## config.mk

```make
export PLATFORM = sky130hd
export DESIGN_NAME = mem_arbiter
export DESIGN_NICKNAME = d
export VERILOG_FILES = /design/src/rtl/mem_arbiter.sv
export SDC_FILE = /design/constraint.sdc
export NUM_CORES = 1
export LEC_CHECK = 0
export BUFFER_PORTS_ARGS = -buffer_cell sky130_fd_sc_hd__buf_2
export CAP_MARGIN = 5
export CORE_UTILIZATION = 50
export DETAILED_ROUTE_END_ITERATION = 12
export GPL_TIMING_DRIVEN = 1
export PLACE_DENSITY_LB_ADDON = 0.08
export SETUP_SLACK_MARGIN = 0.02
export SYNTH_ARGS = -nofsm -noshare
export SYNTH_HDL_FRONTEND = slang
export SYNTH_SLANG_ARGS = --single-unit
```

## constraint.sdc

```tcl
create_clock -name clk -period 3.9 [get_ports clk]
set_input_delay 0.585 -clock clk [delete_from_list [all_inputs] [get_ports clk]]
set_output_delay 0.585 -clock clk [all_outputs]
set_load 0.02 [all_outputs]
```

## src/rtl/mem_arbiter.sv

```systemverilog
// Two-requester (fetch/data) sequencer for a shared single-port RAM with a fixed strobe hold time.
// Optional MEM_ARB_RR_EN selects round-robin tie-breaking instead of data-over-fetch priority.
module mem_arbiter #(
    parameter int unsigned DATA_W      = 32,
    parameter int unsigned ADDR_W      = 32,
    parameter int unsigned DEPTH       = 512,
    parameter int unsigned WAIT_CYCLES = 1
) (
    input  logic              clk,
    input  logic              clr,
    input  logic              f_req,
    input  logic [ADDR_W-1:0] f_addr,
    output logic              f_ack,
    output logic [DATA_W-1:0] f_rdata,
    input  logic              d_req,
    input  logic              d_we,
    input  logic [ADDR_W-1:0] d_addr,
    input  logic [DATA_W-1:0] d_wdata,
    output logic              d_ack,
    output logic [DATA_W-1:0] d_rdata,
    output logic              err,
    output logic              busy,
    output logic [ADDR_W-1:0] ram_addr,
    output logic [DATA_W-1:0] ram_din,
    output logic              ram_read,
    output logic              ram_write,
    input  logic [DATA_W-1:0] ram_dout
);

    localparam int unsigned CNT_W = 4;

    typedef enum logic [1:0] {S_IDLE, S_ACCESS, S_ACK} state_t;

    state_t              r_state, w_state;
    logic [CNT_W-1:0]    r_cnt, w_cnt;
    logic                r_gnt_d, w_gnt_d;
    logic                r_we, w_we;
    logic                r_oor, w_oor;
    logic [ADDR_W-1:0]   r_addr, w_addr;
    logic [DATA_W-1:0]   r_wdata, w_wdata;
    logic [DATA_W-1:0]   r_f_rdata, w_f_rdata;
    logic [DATA_W-1:0]   r_d_rdata, w_d_rdata;
    logic                r_f_ack, w_f_ack;
    logic                r_d_ack, w_d_ack;
    logic                r_err, w_err;
    logic                r_busy, w_busy;
    logic [ADDR_W-1:0]   r_ram_addr, w_ram_addr;
    logic [DATA_W-1:0]   r_ram_din, w_ram_din;
    logic                r_ram_read, w_ram_read;
    logic                r_ram_write, w_ram_write;
    logic                w_pick_d;

`ifdef MEM_ARB_RR_EN
    logic                r_last_d, w_last_d;

    // On a tie, grant whichever requester was not granted last.
    assign w_pick_d = d_req & (~f_req | ~r_last_d);

    always_ff @(posedge clk or negedge clr) begin
        if (!clr) r_last_d <= 1'b1;
        else      r_last_d <= w_last_d;
    end
`else
    assign w_pick_d = d_req;
`endif

    always_ff @(posedge clk or negedge clr) begin
        if (!clr) begin
            r_state     <= S_IDLE;
            r_cnt       <= '0;
            r_gnt_d     <= 1'b0;
            r_we        <= 1'b0;
            r_oor       <= 1'b0;
            r_addr      <= '0;
            r_wdata     <= '0;
            r_f_rdata   <= '0;
            r_d_rdata   <= '0;
            r_f_ack     <= 1'b0;
            r_d_ack     <= 1'b0;
            r_err       <= 1'b0;
            r_busy      <= 1'b0;
            r_ram_addr  <= '0;
            r_ram_din   <= '0;
            r_ram_read  <= 1'b0;
            r_ram_write <= 1'b0;
        end else begin
            r_state     <= w_state;
            r_cnt       <= w_cnt;
            r_gnt_d     <= w_gnt_d;
            r_we        <= w_we;
            r_oor       <= w_oor;
            r_addr      <= w_addr;
            r_wdata     <= w_wdata;
            r_f_rdata   <= w_f_rdata;
            r_d_rdata   <= w_d_rdata;
            r_f_ack     <= w_f_ack;
            r_d_ack     <= w_d_ack;
            r_err       <= w_err;
            r_busy      <= w_busy;
            r_ram_addr  <= w_ram_addr;
            r_ram_din   <= w_ram_din;
            r_ram_read  <= w_ram_read;
            r_ram_write <= w_ram_write;
        end
    end

    // Next state plus next value of every registered output, so strobes line up with ACCESS.
    always_comb begin
        w_state     = r_state;
        w_cnt       = r_cnt;
        w_gnt_d     = r_gnt_d;
        w_we        = r_we;
        w_oor       = r_oor;
        w_addr      = r_addr;
        w_wdata     = r_wdata;
        w_f_rdata   = r_f_rdata;
        w_d_rdata   = r_d_rdata;
        w_f_ack     = 1'b0;
        w_d_ack     = 1'b0;
        w_err       = 1'b0;
        w_ram_addr  = '0;
        w_ram_din   = '0;
        w_ram_read  = 1'b0;
        w_ram_write = 1'b0;
`ifdef MEM_ARB_RR_EN
        w_last_d    = r_last_d;
`endif
        case (r_state)
            S_IDLE: begin
                if (f_req || d_req) begin
                    w_gnt_d     = w_pick_d;
                    w_addr      = w_pick_d ? d_addr : f_addr;
                    w_wdata     = w_pick_d ? d_wdata : '0;
                    w_we        = w_pick_d & d_we;
                    w_oor       = (w_addr >= ADDR_W'(DEPTH));
                    w_cnt       = CNT_W'(WAIT_CYCLES);
                    w_state     = S_ACCESS;
                    w_ram_addr  = w_addr;
                    w_ram_din   = w_wdata;
                    w_ram_read  = ~w_we & ~w_oor;
                    w_ram_write = w_we & ~w_oor;
`ifdef MEM_ARB_RR_EN
                    w_last_d    = w_pick_d;
`endif
                end
            end
            S_ACCESS: begin
                if (r_cnt == '0) begin
                    if (!r_we) begin
                        if (r_gnt_d) w_d_rdata = r_oor ? '0 : ram_dout;
                        else         w_f_rdata = r_oor ? '0 : ram_dout;
                    end
                    w_d_ack = r_gnt_d;
                    w_f_ack = ~r_gnt_d;
                    w_err   = r_oor;
                    w_state = S_ACK;
                end else begin
                    w_cnt       = r_cnt - CNT_W'(1);
                    w_ram_addr  = r_addr;
                    w_ram_din   = r_wdata;
                    w_ram_read  = ~r_we & ~r_oor;
                    w_ram_write = r_we & ~r_oor;
                end
            end
            S_ACK:   w_state = S_IDLE;
            default: w_state = S_IDLE;
        endcase
        w_busy = (w_state != S_IDLE);
    end

    assign f_ack     = r_f_ack;
    assign f_rdata   = r_f_rdata;
    assign d_ack     = r_d_ack;
    assign d_rdata   = r_d_rdata;
    assign err       = r_err;
    assign busy      = r_busy;
    assign ram_addr  = r_ram_addr;
    assign ram_din   = r_ram_din;
    assign ram_read  = r_ram_read;
    assign ram_write = r_ram_write;

endmodule
```

Word level (Yosys, flattened, before mapping). Index checks and enable logic that the tools add are counted.

Register bits after elaboration: 207. Input port bits: 133. Output and inout port bits: 134. Word-level logic and storage cells: 68.

Add/subtract/negate cells: 1. Magnitude comparators: 1. Eq/ne operators: 3. Multiplexer cells: 27. Bitwise logic cells: 10. Reductions and logical operators: 9.

Operators with widths (count): $mux 32 (7); $pmux 32 s2 (2); $ge 32x10->1 const B (1); $mux 1 (10); $mux 4 (2); $pmux 4 s2 (1); $reduce_and 4->1 (2); $and 1x1->1 (5); $not 1->1 (5); $logic_not 4->1 (1); $mux 2 (2); $ne 2x2->1 const B (2); $pmux 1 s2 (2); $pmux 2 s2 (1); $reduce_bool 2->1 (2); $sub 4x1->4 const B (1); $reduce_and 3->1 (1); $eq 2x1->1 const B (1); $logic_not 2->1 (1); $reduce_and 2->1 (1); $logic_or 1x1->1 (1).

Depth between registers and ports, before layout.
Word-level depth: 6. Gate-level depth with buffers: 9. Depth with buffers taken out: 6.

Least setup slack after synthesis. No wires, ideal clock.

Kind: register to register. From: reg r_cnt[0]. To: reg r_f_rdata[0], in the netlist f_rdata[0]. Library setup time: 0.122 ns. Data arrival time: 1.936 ns. Required time: 3.778 ns. Path slack: 1.842 ns. Stages on the path, launching flop included: 10. Buffers on the path: 3. Clock period less this slack: 2.058 ns. Cell sequence: dfrtp_1 inv_1 ha_1 or3b_1 buf_2 or4_1 buf_6 buf_6 nand2_1 o21ai_1.

Cells in the longest elaborated chain, start to end: 2.

RTL lines: start, declared (RTL line 35) `logic [CNT_W-1:0] r_cnt, w_cnt;`; start signal, assigned (RTL line 88) `r_cnt <= w_cnt;`; $logic_not 4->1 (RTL line 148) `if (r_cnt == '0) begin`; $reduce_and 4->1 (no line); end signal, assigned (RTL line 94) `r_f_rdata <= w_f_rdata;`; end, declared (RTL line 41) `logic [DATA_W-1:0] r_f_rdata, w_f_rdata;`.

Every way passes these cells. A chain may end at the register's enable or synchronous reset.

Final worst setup path.
From: reg r_cnt[0]. To: reg r_f_rdata[10], in the netlist f_rdata[10].

The elaborated chain is that of the path after synthesis.

==> summary.txt <==
Status
  • Outcome: finished, final reports clean

Setup path
  • Class of the most critical setup path: register to register
  • Crit path required time: 4250 ps
  • Crit end category: register
  • Worst-path fanout max: 64
  • Critical Path Source Type: register
  • Worst EP arrival: 2900 ps

Clock network
  • Post-CTS Resized: 0
  • CTS tree: done
  • Hold buffer count at cts: 0
  • CTS buffer count: 23
  • Worst skew pair latency: between 400 and 500 ps
  • Clock Path Buffers: 3
  • Setup Fix Bufs, Post-CTS: 0
  • Clock slew at reported path FFs: about 60 ps
  • Clock Sink Count: between 200 and 250
  • H-tree levels: 1
  • Clk root buf: clkbuf_16

Global routing
  • Gr ovfl total: 0
  • All-Layer GR Usage: 0.220
  • Initial antenna violation count: 1
  • First-pass GRT wire length: approximately 29000 µm
  • Largest net degree at the start of global routing: 96
  • Number of global-route vias before repair: roughly 6000

Finish
  • Nets: around 1100
  • Share of cells above drive strength 1: 0.365
  • Layout area overhead: 27.1%

Floorplanning
  • Die X: ~130 µm
  • Die Ht: about 130 µm
  • # rows: between 40 and 50
  • Initial Util: 0.517
  • Die area: between 0.015 and 0.02 mm²
  • Io pins: ~270
  • Core Area: 0.0161 mm²

Power
  • Sequential Power Share: 0.391
  • Clock power share: 0.237
  • Peak VDD IR: about 0.00039 V
  • Switching power share of the total: 0.367
  • Pint: around 5600 µW
  • P_sw: 3250 µW
  • Leakage: 0.00601 µW
  • PD cells: about 840 mW/mm²
  • Gate power share: 0.373

Logic synthesis
  • Synthesized instance count: roughly 670
  • Yosys top cell area share: 0.624
  • Largest area contributor in the netlist: dfrtp_1
  • Yosys reg bits: roughly 210
  • Seq/Total Area, Yosys: 0.624
  • Async S/R FF share, synth: 1.00
  • Synth Flop Type: dfrtp_1
  • Library cells used by synthesis: 33
  • Synth cell count leaders: dfrtp_1, a21o_1, a22o_1, mux2i_1, nor2_1
  • Post-synth EDFFs: 0
  • Syn Nets: 803
  • YS warnings: 0
  • Mean post-synth cell area: 12.4 µm²
  • Top-count cell post-synth: dfrtp_1
  • Post-Synthesis Cell Area: 0.00830 mm²
  • Cells taking the most area after synthesis: dfrtp_1, mux2i_1, a22o_1

Routing
  • DRC viols: 0
  • DR WL/cell: approximately 16 µm
  • Initial DRC count: just over 200
  • DRT antenna net count: 0
  • WL final: roughly 19000 µm
  • Vias/cell: just over 5
  • Initial DRT Pass Iterations: 5
  • Via count: roughly 6000

Place
  • Post-DP HPWL: around 13000 µm
  • Number of port buffers: about 270
  • Pre-CTS setup slack: approximately 1300 ps
  • Routability cong.: between 0.8 and 0.9

STA
  • Pins Over Slew Limit: 0
  • Final worst slack: 1340 ps
  • Worst-Margin Slew: between 900 and 1000 ps
  • RSZ-0062 raised after global routing: no
  • Final period utilization: 0.655
  • F_max: 391 MHz
  • Setup TNS: 0 ps
  • Worst slew margin: 0.340
  • Final setup vio count: 0
  • Final hold vios: 0
  • Post-layout min period: 2560 ps
  • Setup Skew: 10.9 ps

Worst hold path
  • Tightest Hold Check Type: primary input to async pin

Flow run
  • Number of max-cap violations: 0
[placed cells by master, fill, tap and decap left out, types with 9 or more instances in the layout]
master	Yosys	layout
a22o_1	64	64
inv_1	34	34
nand2_1	36	36
nand2b_1	33	33
mux2i_1	64	64
clkbuf_8	0	9
dfrtp_1	207	207
buf_2	6	265
nor2_1	41	41
clkbuf_16	0	23
o21ai_2	27	27
a21o_1	67	67
[metrics by stage]
step	std cells	utilization	cell area [µm²]	power (µW)	hold WS, ps
final	1155	0.656	10500	8860	145
after global routing	1154	0.656	10500	9420	204
after CTS	1154	0.656	10500	8960	186
after detailed placement	1115	0.610	9790	6820	463
after global placement	1115	0.610	9790	6690	456
after floorplan	668	-	8300	5680	289
[registers in the layout, summed over array words and instances (netlist names), 2 cells and up]
name and cells:
ram_addr 32, r_wdata 32, r_addr 32, d_rdata 32, r_state 2, f_rdata 32, r_cnt 4, ram_din 32
[cell families (layout without fill, tap and decap cells)]
family	count (synthesis)	count (layout)	synth area share
DFF	207	207	0.624
AOI/OAI and AO/OA	173	173	0.167
and+or+nand+nor	141	141	0.0830
buffers and inverters	79	349	0.0430
muxes	64	64	0.0772
adders and majority gates	2	2	0.00302
xor gates and xnor gates	2	2	0.00211
other	0	1	0
[final timing paths]
kind,to,depth (start not counted),from,slack [ps]
max,f_rdata[10]$_DFFE_PN0P_,7,r_cnt[0]$_DFFE_PN0P_,1340
min,d_rdata[16]$_DFFE_PN0P_,1,clr,140
max reg2reg,f_rdata[10]$_DFFE_PN0P_,7,r_cnt[0]$_DFFE_PN0P_,1340
min reg2reg,r_addr[1]$_DFFE_PN0P_,1,r_addr[1]$_DFFE_PN0P_,480
max in group asynchronous,f_rdata[20]$_DFFE_PN0P_,2,clr,2780
min in group clk,ram_din[20]$_DFF_PN0_,2,d_wdata[20],330
[layer usage]
layer  wire length [µm]  track usage  share of wire  up-vias
met5                 10            0        0.00053        -
li1                   -            -              -     2833
met4                248       0.0595          0.013        2
met3               1370       0.0537          0.073       26
met1               8000        0.284           0.42     2904
met2               9220        0.371           0.49      211
[final cells by class]
| class | count | area [µm²] |
|---|---|---|
| fill | 1272 | 5520 |
| sequential | 207 | 5180 |
| antenna | 1 | 2.50 |
| tap | 216 | 270 |
| multi-input combinational | 382 | 2770 |
| clock buffer | 36 | 704 |
| inverter | 34 | 128 |
| clock inverter | 3 | 42.5 |
| timing repair buffer | 276 | 1440 |
[power by group through the flow]
stage	logic, µW	registers [µW]	clock network, µW
after floorplan	1510	4170	0
after global placement	3230	3460	0
after detailed placement	3340	3480	0
after CTS	3350	3460	2150
after global routing	3610	3560	2240
final	3310	3460	2100
[critical path, stage by stage, from the launching register on]
cell and delay [ps]:
dfrtp_1 410, inv_1 100, ha_1 140, or3b_1 440, or4_2 630, buf_4 380
nand2_1 210, o21ai_2 70
Note: power is estimated with default switching activity, not from simulation.
